<file path="src/rtl/data_mem_responder_pkg.sv">
// Shared definitions for the data memory responder: widths, FSM state
// encoding, latched operation encoding and the request decode helper.
package data_mem_responder_pkg;

    localparam int ADDR_W          = 8;
    localparam int DATA_W          = 8;
    localparam int CNT_W           = 4;
    localparam int MEM_DEPTH       = 256;
    localparam int DEFAULT_LATENCY = 5;

    typedef enum logic [1:0] {
        ST_IDLE = 2'b00,
        ST_BUSY = 2'b01,
        ST_DONE = 2'b10
    } state_t;

    typedef enum logic [1:0] {
        OP_NONE  = 2'b00,
        OP_READ  = 2'b01,
        OP_WRITE = 2'b10
    } op_t;

    // Write wins when both request lines are high at acceptance.
    function automatic op_t decode_op(input logic rd, input logic wr);
        op_t op;
        if (wr) begin
            op = OP_WRITE;
        end else if (rd) begin
            op = OP_READ;
        end else begin
            op = OP_NONE;
        end
        return op;
    endfunction

endpackage

</file>
<file path="src/rtl/data_mem_responder_mem_array.sv">
// 256 x 8 storage: synchronous write, combinational indexed read and an
// asynchronous active-low clear of every byte.
module mem_array_256x8
    import data_mem_responder_pkg::*;
(
    input  logic              clk,
    input  logic              rst_n,
    input  logic              we,
    input  logic [ADDR_W-1:0] addr,
    input  logic [DATA_W-1:0] wdata,
    output logic [DATA_W-1:0] rdata
);

    logic [DATA_W-1:0] mem_r [MEM_DEPTH];

    // Storage update: clear all bytes on reset, otherwise commit writes.
    always_ff @(posedge clk or negedge rst_n) begin
        if (!rst_n) begin
            for (int i = 0; i < MEM_DEPTH; i++) begin
                mem_r[i] <= 8'h00;
            end
        end else if (we) begin
            mem_r[addr] <= wdata;
        end
    end

    assign rdata = mem_r[addr];

endmodule

</file>
<file path="src/rtl/data_mem_responder.sv">
// Fixed-latency data memory responder. A CPU read/write is accepted in IDLE,
// held in BUSY for LATENCY edges while a counter runs down, committed on the
// last BUSY edge and followed by a single DONE cycle.
module data_mem_responder
    import data_mem_responder_pkg::*;
#(
    parameter int LATENCY = DEFAULT_LATENCY
)(
    input  logic              CLK,
    input  logic              RESET,
    input  logic              READ,
    input  logic              WRITE,
    input  logic [ADDR_W-1:0] ADDRESS,
    input  logic [DATA_W-1:0] WRITEDATA,
    output logic [DATA_W-1:0] READDATA,
    output logic              BUSYWAIT
);

    localparam logic [CNT_W-1:0] LOAD_VAL = CNT_W'(LATENCY - 1);

    state_t            state_r;
    state_t            next_state_s;
    logic [CNT_W-1:0]  cnt_r;
    op_t               op_r;
    logic [ADDR_W-1:0] addr_r;
    logic [DATA_W-1:0] data_r;
    logic              mem_we_s;
    logic [DATA_W-1:0] mem_rdata_s;
    logic              req_s;
    logic              last_s;

    assign req_s  = READ | WRITE;
    assign last_s = (cnt_r == {CNT_W{1'b0}});

    // State register.
    always_ff @(posedge CLK or negedge RESET) begin
        if (!RESET) begin
            state_r <= ST_IDLE;
        end else begin
            state_r <= next_state_s;
        end
    end

    // Next-state logic: accept in IDLE, count down in BUSY, one DONE cycle.
    always_comb begin
        next_state_s = state_r;
        case (state_r)
            ST_IDLE: begin
                if (req_s) begin
                    next_state_s = ST_BUSY;
                end else begin
                    next_state_s = ST_IDLE;
                end
            end
            ST_BUSY: begin
                if (last_s) begin
                    next_state_s = ST_DONE;
                end else begin
                    next_state_s = ST_BUSY;
                end
            end
            ST_DONE: next_state_s = ST_IDLE;
            default: next_state_s = ST_IDLE;
        endcase
    end

    // Outputs: stall follows the request in IDLE, forced high in BUSY, low in DONE.
    always_comb begin
        BUSYWAIT = 1'b0;
        mem_we_s = 1'b0;
        case (state_r)
            ST_IDLE: BUSYWAIT = req_s;
            ST_BUSY: begin
                BUSYWAIT = 1'b1;
                mem_we_s = last_s && (op_r == OP_WRITE);
            end
            ST_DONE: BUSYWAIT = 1'b0;
            default: BUSYWAIT = 1'b0;
        endcase
    end

    // Datapath: latch the request at acceptance, run the counter, capture reads.
    always_ff @(posedge CLK or negedge RESET) begin
        if (!RESET) begin
            cnt_r    <= {CNT_W{1'b0}};
            op_r     <= OP_NONE;
            addr_r   <= {ADDR_W{1'b0}};
            data_r   <= {DATA_W{1'b0}};
            READDATA <= {DATA_W{1'b0}};
        end else begin
            case (state_r)
                ST_IDLE: begin
                    if (req_s) begin
                        op_r   <= decode_op(READ, WRITE);
                        addr_r <= ADDRESS;
                        data_r <= WRITEDATA;
                        cnt_r  <= LOAD_VAL;
                    end
                end
                ST_BUSY: begin
                    if (!last_s) begin
                        cnt_r <= cnt_r - CNT_W'(1);
                    end else if (op_r == OP_READ) begin
                        READDATA <= mem_rdata_s;
                    end
                end
                ST_DONE: op_r <= OP_NONE;
                default: op_r <= OP_NONE;
            endcase
        end
    end

    mem_array_256x8 u_mem (
        .clk   (CLK),
        .rst_n (RESET),
        .we    (mem_we_s),
        .addr  (addr_r),
        .wdata (data_r),
        .rdata (mem_rdata_s)
    );

endmodule

</file>
<file path="config.mk">
export PLATFORM = sky130hd
export DESIGN_NAME = data_mem_responder
export DESIGN_NICKNAME = d
export VERILOG_FILES = /design/src/rtl/data_mem_responder_pkg.sv /design/src/rtl/data_mem_responder_mem_array.sv /design/src/rtl/data_mem_responder.sv
export SDC_FILE = /design/constraint.sdc
export NUM_CORES = 2
export LEC_CHECK = 0
export BUFFER_PORTS_ARGS = -buffer_cell sky130_fd_sc_hd__buf_2
export CORE_MARGIN = 4
export CORE_UTILIZATION = 45
export CTS_CLUSTER_SIZE = 14
export DETAILED_ROUTE_END_ITERATION = 6
export PLACE_DENSITY = 0.59
export SETUP_SLACK_MARGIN = 0.3
export SLEW_MARGIN = 20
export SYNTH_ARGS = -nofsm -noshare
export SYNTH_HDL_FRONTEND = slang
export SYNTH_HIERARCHICAL = 1
export SYNTH_SLANG_ARGS = --single-unit
</file>
<file path="constraint.sdc">
create_clock -name CLK -period 3.3 [get_ports CLK]
set_input_delay 0.495 -clock CLK [delete_from_list [all_inputs] [get_ports CLK]]
set_output_delay 0.495 -clock CLK [all_outputs]
set_load 0.03 [all_outputs]
</file>
Yosys cells after proc, flatten, opt, wreduce, memory -nomap -nowiden. Cells that the tools add are included.

$add $sub $neg: 1. Magnitude comparators: 2. Equal/unequal tests: 5. Muxes and demuxes: 18. Bitwise operators: 3. Reductions and logical operators: 9.

Operator list (number): bitwise mux 2048 bit (1); binary-select mux 8 bit (select 8 bit) (1); demux 8 bit (select 8 bit) (1); 2-to-1 mux 8 bit (3); greater-or-equal comparator 9 bit, second input constant (1); less-than comparator 9 x 1 -> 1 bit, second input constant (1); inverter 8 -> 9 bit (1); 2-to-1 mux 4 bit (2); case mux 2 bit (2 select lines) (2); case mux 4 bit (2 select lines) (1); 2-to-1 mux 2 bit (3); AND reduction 3 bit (2); == test 2 x 1 -> 1 bit, second input constant (2); logical NOT 4 bit (1); inequality test 2 bit, second input constant (2); AND reduction 2 bit (2); subtractor 4 x 1 -> 4 bit, second input constant (1); 2-to-1 mux 1 bit (3); == test 2 bit, second input constant (1); logical AND 1 bit (2); logical NOT 2 bit (1); case mux 1 bit (2 select lines) (1); nonzero test 2 bit (1); inverter 1 bit (1); OR 1 bit (1).

Flip-flop bits (word level): 2080. Bits of input ports: 20. Output and inout bits: 9. Logic and storage cells: 300.

Longest topological paths before layout.
Depth after elaboration: 6. Gate-level depth with buffers: 11. Gate-level depth less buffers: 10.

Modules after synthesis. The synthesis kept the hierarchy.

By module, submodules not included: mem_array_256x8 (times used 1, cells an instance 5832, area each 92711.4 sq um, sequential area each 51249.2 sq um); data_mem_responder (times used 1, cells an instance 91, area each 1318.8 sq um, sequential area each 800.8 sq um).

Least setup slack after synthesis. No wires, ideal clock.

Path kind: reg-to-reg. Start: reg cnt_r[1]. End: reg u_mem/mem_r[1560] (netlist bit). Library setup time: 128 ps. Data arrival time: 2700 ps. Required time: 3172 ps. Path slack: 472 ps. Cell stages (with the launch flop): 12. Buffers on the path: 2. Period minus slack after synthesis: 2828 ps. Cells stage by stage: dfrtp_1 > inv_1 > ha_1 > nor3b_2 > nor3b_4 > and3_2 > or3b_1 > clkbuf_1 > nor2_2 > buf_2 > nand2_1 > mux2_1.

Cells in the longest elaborated chain, start to end: 3.

Ends and longest elaborated chain: from (decl) (RTL line data_mem_responder.sv:23) `logic [CNT_W-1:0] cnt_r;`; from (signal assigned) (RTL line data_mem_responder.sv:85) `cnt_r <= {CNT_W{1'b0}};`; from (signal assigned) (RTL line data_mem_responder.sv:102) `cnt_r <= cnt_r - CNT_W'(1);`; logical NOT 4 bit (RTL line data_mem_responder.sv:33) `assign last_s = (cnt_r == {CNT_W{1'b0}});`; logical AND 1 bit (RTL line data_mem_responder.sv:75) `mem_we_s = last_s && (op_r == OP_WRITE);`; 2-to-1 mux 1 bit (RTL line data_mem_responder.sv:71) `case (state_r)`; via mem_we_s (RTL line data_mem_responder.sv:27) `logic mem_we_s;`; to (signal, indexed assignment) (RTL line data_mem_responder_mem_array.sv:23) `mem_r[addr] <= wdata;`; to (decl) (RTL line data_mem_responder_mem_array.sv:14) `logic [DATA_W-1:0] mem_r [MEM_DEPTH];`.

The timed path passes the listed nets, and every way through them passes these cells. A chain may end at the register's enable or synchronous reset.

Worst setup path in the final report.
Start: reg addr_r[0]. End: reg READDATA[3].

Cells in the longest elaborated chain, start to end: 4.

Ends and longest elaborated chain: from (decl) (RTL line data_mem_responder.sv:25) `logic [ADDR_W-1:0] addr_r;`; from (signal assigned) (RTL line data_mem_responder.sv:87) `addr_r <= {ADDR_W{1'b0}};`; inverter 8 -> 9 bit (not written as such) (RTL line data_mem_responder_mem_array.sv:27) `assign rdata = mem_r[addr];`; binary-select mux 8 bit (select 8 bit) (RTL line data_mem_responder_mem_array.sv:27); 2-to-1 mux 8 bit (not written as such) (2 in a row) (RTL line data_mem_responder_mem_array.sv:27); via mem_rdata_s[3] (RTL line data_mem_responder.sv:28) `logic [DATA_W-1:0] mem_rdata_s;`; to (signal assigned) (RTL line data_mem_responder.sv:89) `READDATA <= {DATA_W{1'b0}};`; to (signal assigned) (RTL line data_mem_responder.sv:104) `READDATA <= mem_rdata_s;`; to (decl) (RTL line data_mem_responder.sv:15) `output logic [DATA_W-1:0] READDATA,`.

The timed path passes the listed nets, and every way through them passes these cells. The select of a mux whose other input is x is not followed.

==> results.cfg <==
[status]
status = complete, no violations

[floorplanning]
fp.dieW_um = 465
die_area_um2 = 216000
io_pins = 29
core.rowCount = 167
dieHeight_um = 465
core-area_um2 = 207000
initial_core_util_pct = 45.3

[grt]
use_met3_pct = 3.81
grt_pass1_vias = 59000
grt_use_met2_pct = 38.9
antenna_found_initial = 4
grt_pass1_wl_mm = 399
grt_max_degree = 136
grt_overflow = 0
grtUsageTotal_pct = 24.5
top_usage_layer = met2
globalRouteMet1Util_pct = 35.2

[logic_synthesis]
synth_area_leader_cell = dfrtp_1
synth_area_um2 = 94000
synth_seq_area_share_pct = 55.4
ys_seq_elements = 2080
synth_cells = 5923
yosys.area.top_type_share_pct = 55.4
syn_nets = 5945
ys_async_sr_fraction_pct = 100
ys_types = 44
yosysWarningCount = 6
synth_edf_count = 0
avgSynthCellArea_um2 = 15.9
synth_area_leaders = dfrtp_1 55%, mux2_2 15%, mux4_2 12%
synthFlopType = dfrtp_1

[timing]
finalCritPeriodShare_pct = 98.4
worstMarginPinSlew_ns = 1.02
hold_viol_final = 0
slew_violations = 0
period_needed_ns = 3.25
clock_skew_ns = 0.0258
finalSetupViolations = 0
rsz0062_at_grt = yes
maxSlewHeadroom_pct = 31.8
fin_hold_ws_ns = 0.0990
max_freq_mhz = 308

[placement]
dp_hpwl_mm = 166
place_area_um2 = 102000
place.gp.congestion = 0.829
port_buffers = 28

[layout]
final_nets = 6397
layout_commonest_cell = dfrtp_1
final_area_um2 = 112000
drive_gt1_share_pct = 48.4
fill_cells = 16800
area.growth.synth_to_final_pct = 19.4
final_cell_mix = 2068 x dfrtp_1, 1254 x mux2_2, 813 x mux2_1

[power_and_ir_drop]
swShare_pct = 33.9
clkPwrFrac_pct = 34.5
combPwrFrac_pct = 27.9
vdd_drop_max_uv = 1930
powerDensity_nw_per_um2 = 653
p_seq_share_pct = 37.6
p_total_mw = 73.3
power.leakage_nw = 53.8
power_switching_mw = 24.9
p_int_mw = 48.5

[drt]
drtAntennaViolNets = 0
drt_iter0_markers = 4084
first_pass_iters = 5
wl_mm = 264
viasPerCell = 5.86
drc = 0
vias = 54800
wire_per_inst_um = 28.2

[critical_path]
criticalPathCategory = register to register
critPathLaunchType = register
worstPathArrival_ns = 3.98
critPathCaptureType = register
crit_required_ns = 4.04
cp_max_fo = 7

[worst_hold_path]
hold_class = input pin to register

[clock_network]
clock_latency_ns = 0.86
cts_buffers = 222
path_clk_slew_ns = 0.06
clk_path_buf_depth = 3
clkSinkCount = 2080
cts_root_buffer = clkbuf_16
htree_levels = 4
cts_tree = done

[flow_run]
drv_cap = 0
==> layout make-up <==
cell class	instances	area [um^2]	share of cell area, %
clock inverters	68	738	0.657
well taps	2788	3490	3.11
diodes	3	7.51	0.00669
repair buffers	688	8160	7.27
clock buffers	345	6710	5.98
multi-input cells	3377	41100	36.6
flip-flops and latches	2080	52100	46.4
inverters	6	22.5	0.0201
==> routing by layer <==
layer  vias to the layer above  share of wire, %
met5                         -             0.011
met4                         4               2.8
met3                       359               4.5
met2                      1070                47
met1                     30200                45
li1                      23200                 -
==> registers in the layout (all words and copies together) (netlist names) <==
| register | count |
|---|---|
| state_r | 2 |
| u_mem/mem_r | 2048 |
| addr_r | 8 |
| op_r | 2 |
| data_r | 8 |
| cnt_r | 4 |
| READDATA | 8 |
==> logic make-up (layout without fill, tap and decap cells) <==
| logic type | after synthesis | count (layout) | share of synthesized area, % |
|---|---|---|---|
| simple gates | 365 | 366 | 2.30 |
| compound gates | 425 | 425 | 3.09 |
| buf+inv | 467 | 1107 | 2.16 |
| fa+ha+maj | 2 | 2 | 0.0266 |
| other cells | 0 | 3 | 0 |
| mux | 2584 | 2584 | 37.1 |
| flops | 2080 | 2080 | 55.4 |
==> power groups by stage <==
| stage | clock network, mW | logic, mW | registers (mW) |
|---|---|---|---|
| after detailed placement | 0 | 18.5 | 28.1 |
| final | 25.3 | 20.5 | 27.6 |
| after global placement | 0 | 18.3 | 28.1 |
| after global routing | 26.9 | 21.5 | 27.7 |
| after floorplan | 0 | 10.9 | 27.0 |
| after CTS | 25.9 | 20.0 | 27.7 |
==> critical path: stages (launching register included) <==
cell and delay (ns):
dfrtp_4 0.51, buf_12 0.17, buf_12 0.13, clkbuf_16 0.15, buf_16 0.15, buf_12 0.13, mux4_2 0.47, a22oi_1 0.27
a21oi_1 0.24, o41ai_2 0.35, buf_4 0.17, nand4_1 0.08, mux2_2 0.26
==> per-stage QoR <==
step,utilization (%),worst slack (ns),instances,TNS (ns)
detailed placement,49.2,-0.590,8833,-3.12
global placement,49.2,-0.803,8832,-3.54
CTS,53.6,0.0569,9314,0
floorplan,-,0.472,5923,0
finish,54.1,0.0535,9355,0
global route,54.1,-0.0230,9353,-0.0350
==> what timing repair did <==
action | in CTS | in global routing
pin swaps | 28 | 38
hold endpoints to repair | 334 | 0
gates cloned | 8 | 4
resized for setup | 171 | 125
buffers inserted | 41 | 33
hold buffers | 19 | 0
setup endpoints to repair | 1423 | 812
==> cell usage after synthesis (8+ instances only) <==
cell type / number
nor2_1: 42
clkbuf_1: 344
nor2_4: 37
buf_2: 67
nor2b_1: 9
nand3_1: 10
a21oi_1: 130
dfrtp_1: 2080
buf_1: 19
buf_6: 21
buf_4: 10
o41ai_1: 33
mux2_2: 1257
nor2_2: 133
nand2_1: 98
mux4_2: 512
nand4_1: 8
mux2_1: 815
a22oi_1: 256
==> worst paths after layout <==
check | from | end | slack (ns) | cells past startpoint
worst min-delay path | WRITE | op_r[1] | 0.1 | 4
worst max register to register | addr_r[0] | READDATA[3] | 0.05 | 12
worst min register to register | u_mem/mem_r[1515] | u_mem/mem_r[1515] | 0.48 | 1
min in group asynchronous | RESET | u_mem/mem_r[697] | 0.17 | 2
max in group asynchronous | RESET | u_mem/mem_r[1973] | 1.83 | 4
worst max-delay path | addr_r[0] | READDATA[3] | 0.05 | 12
Note: power is estimated with default switching activity, not from simulation.
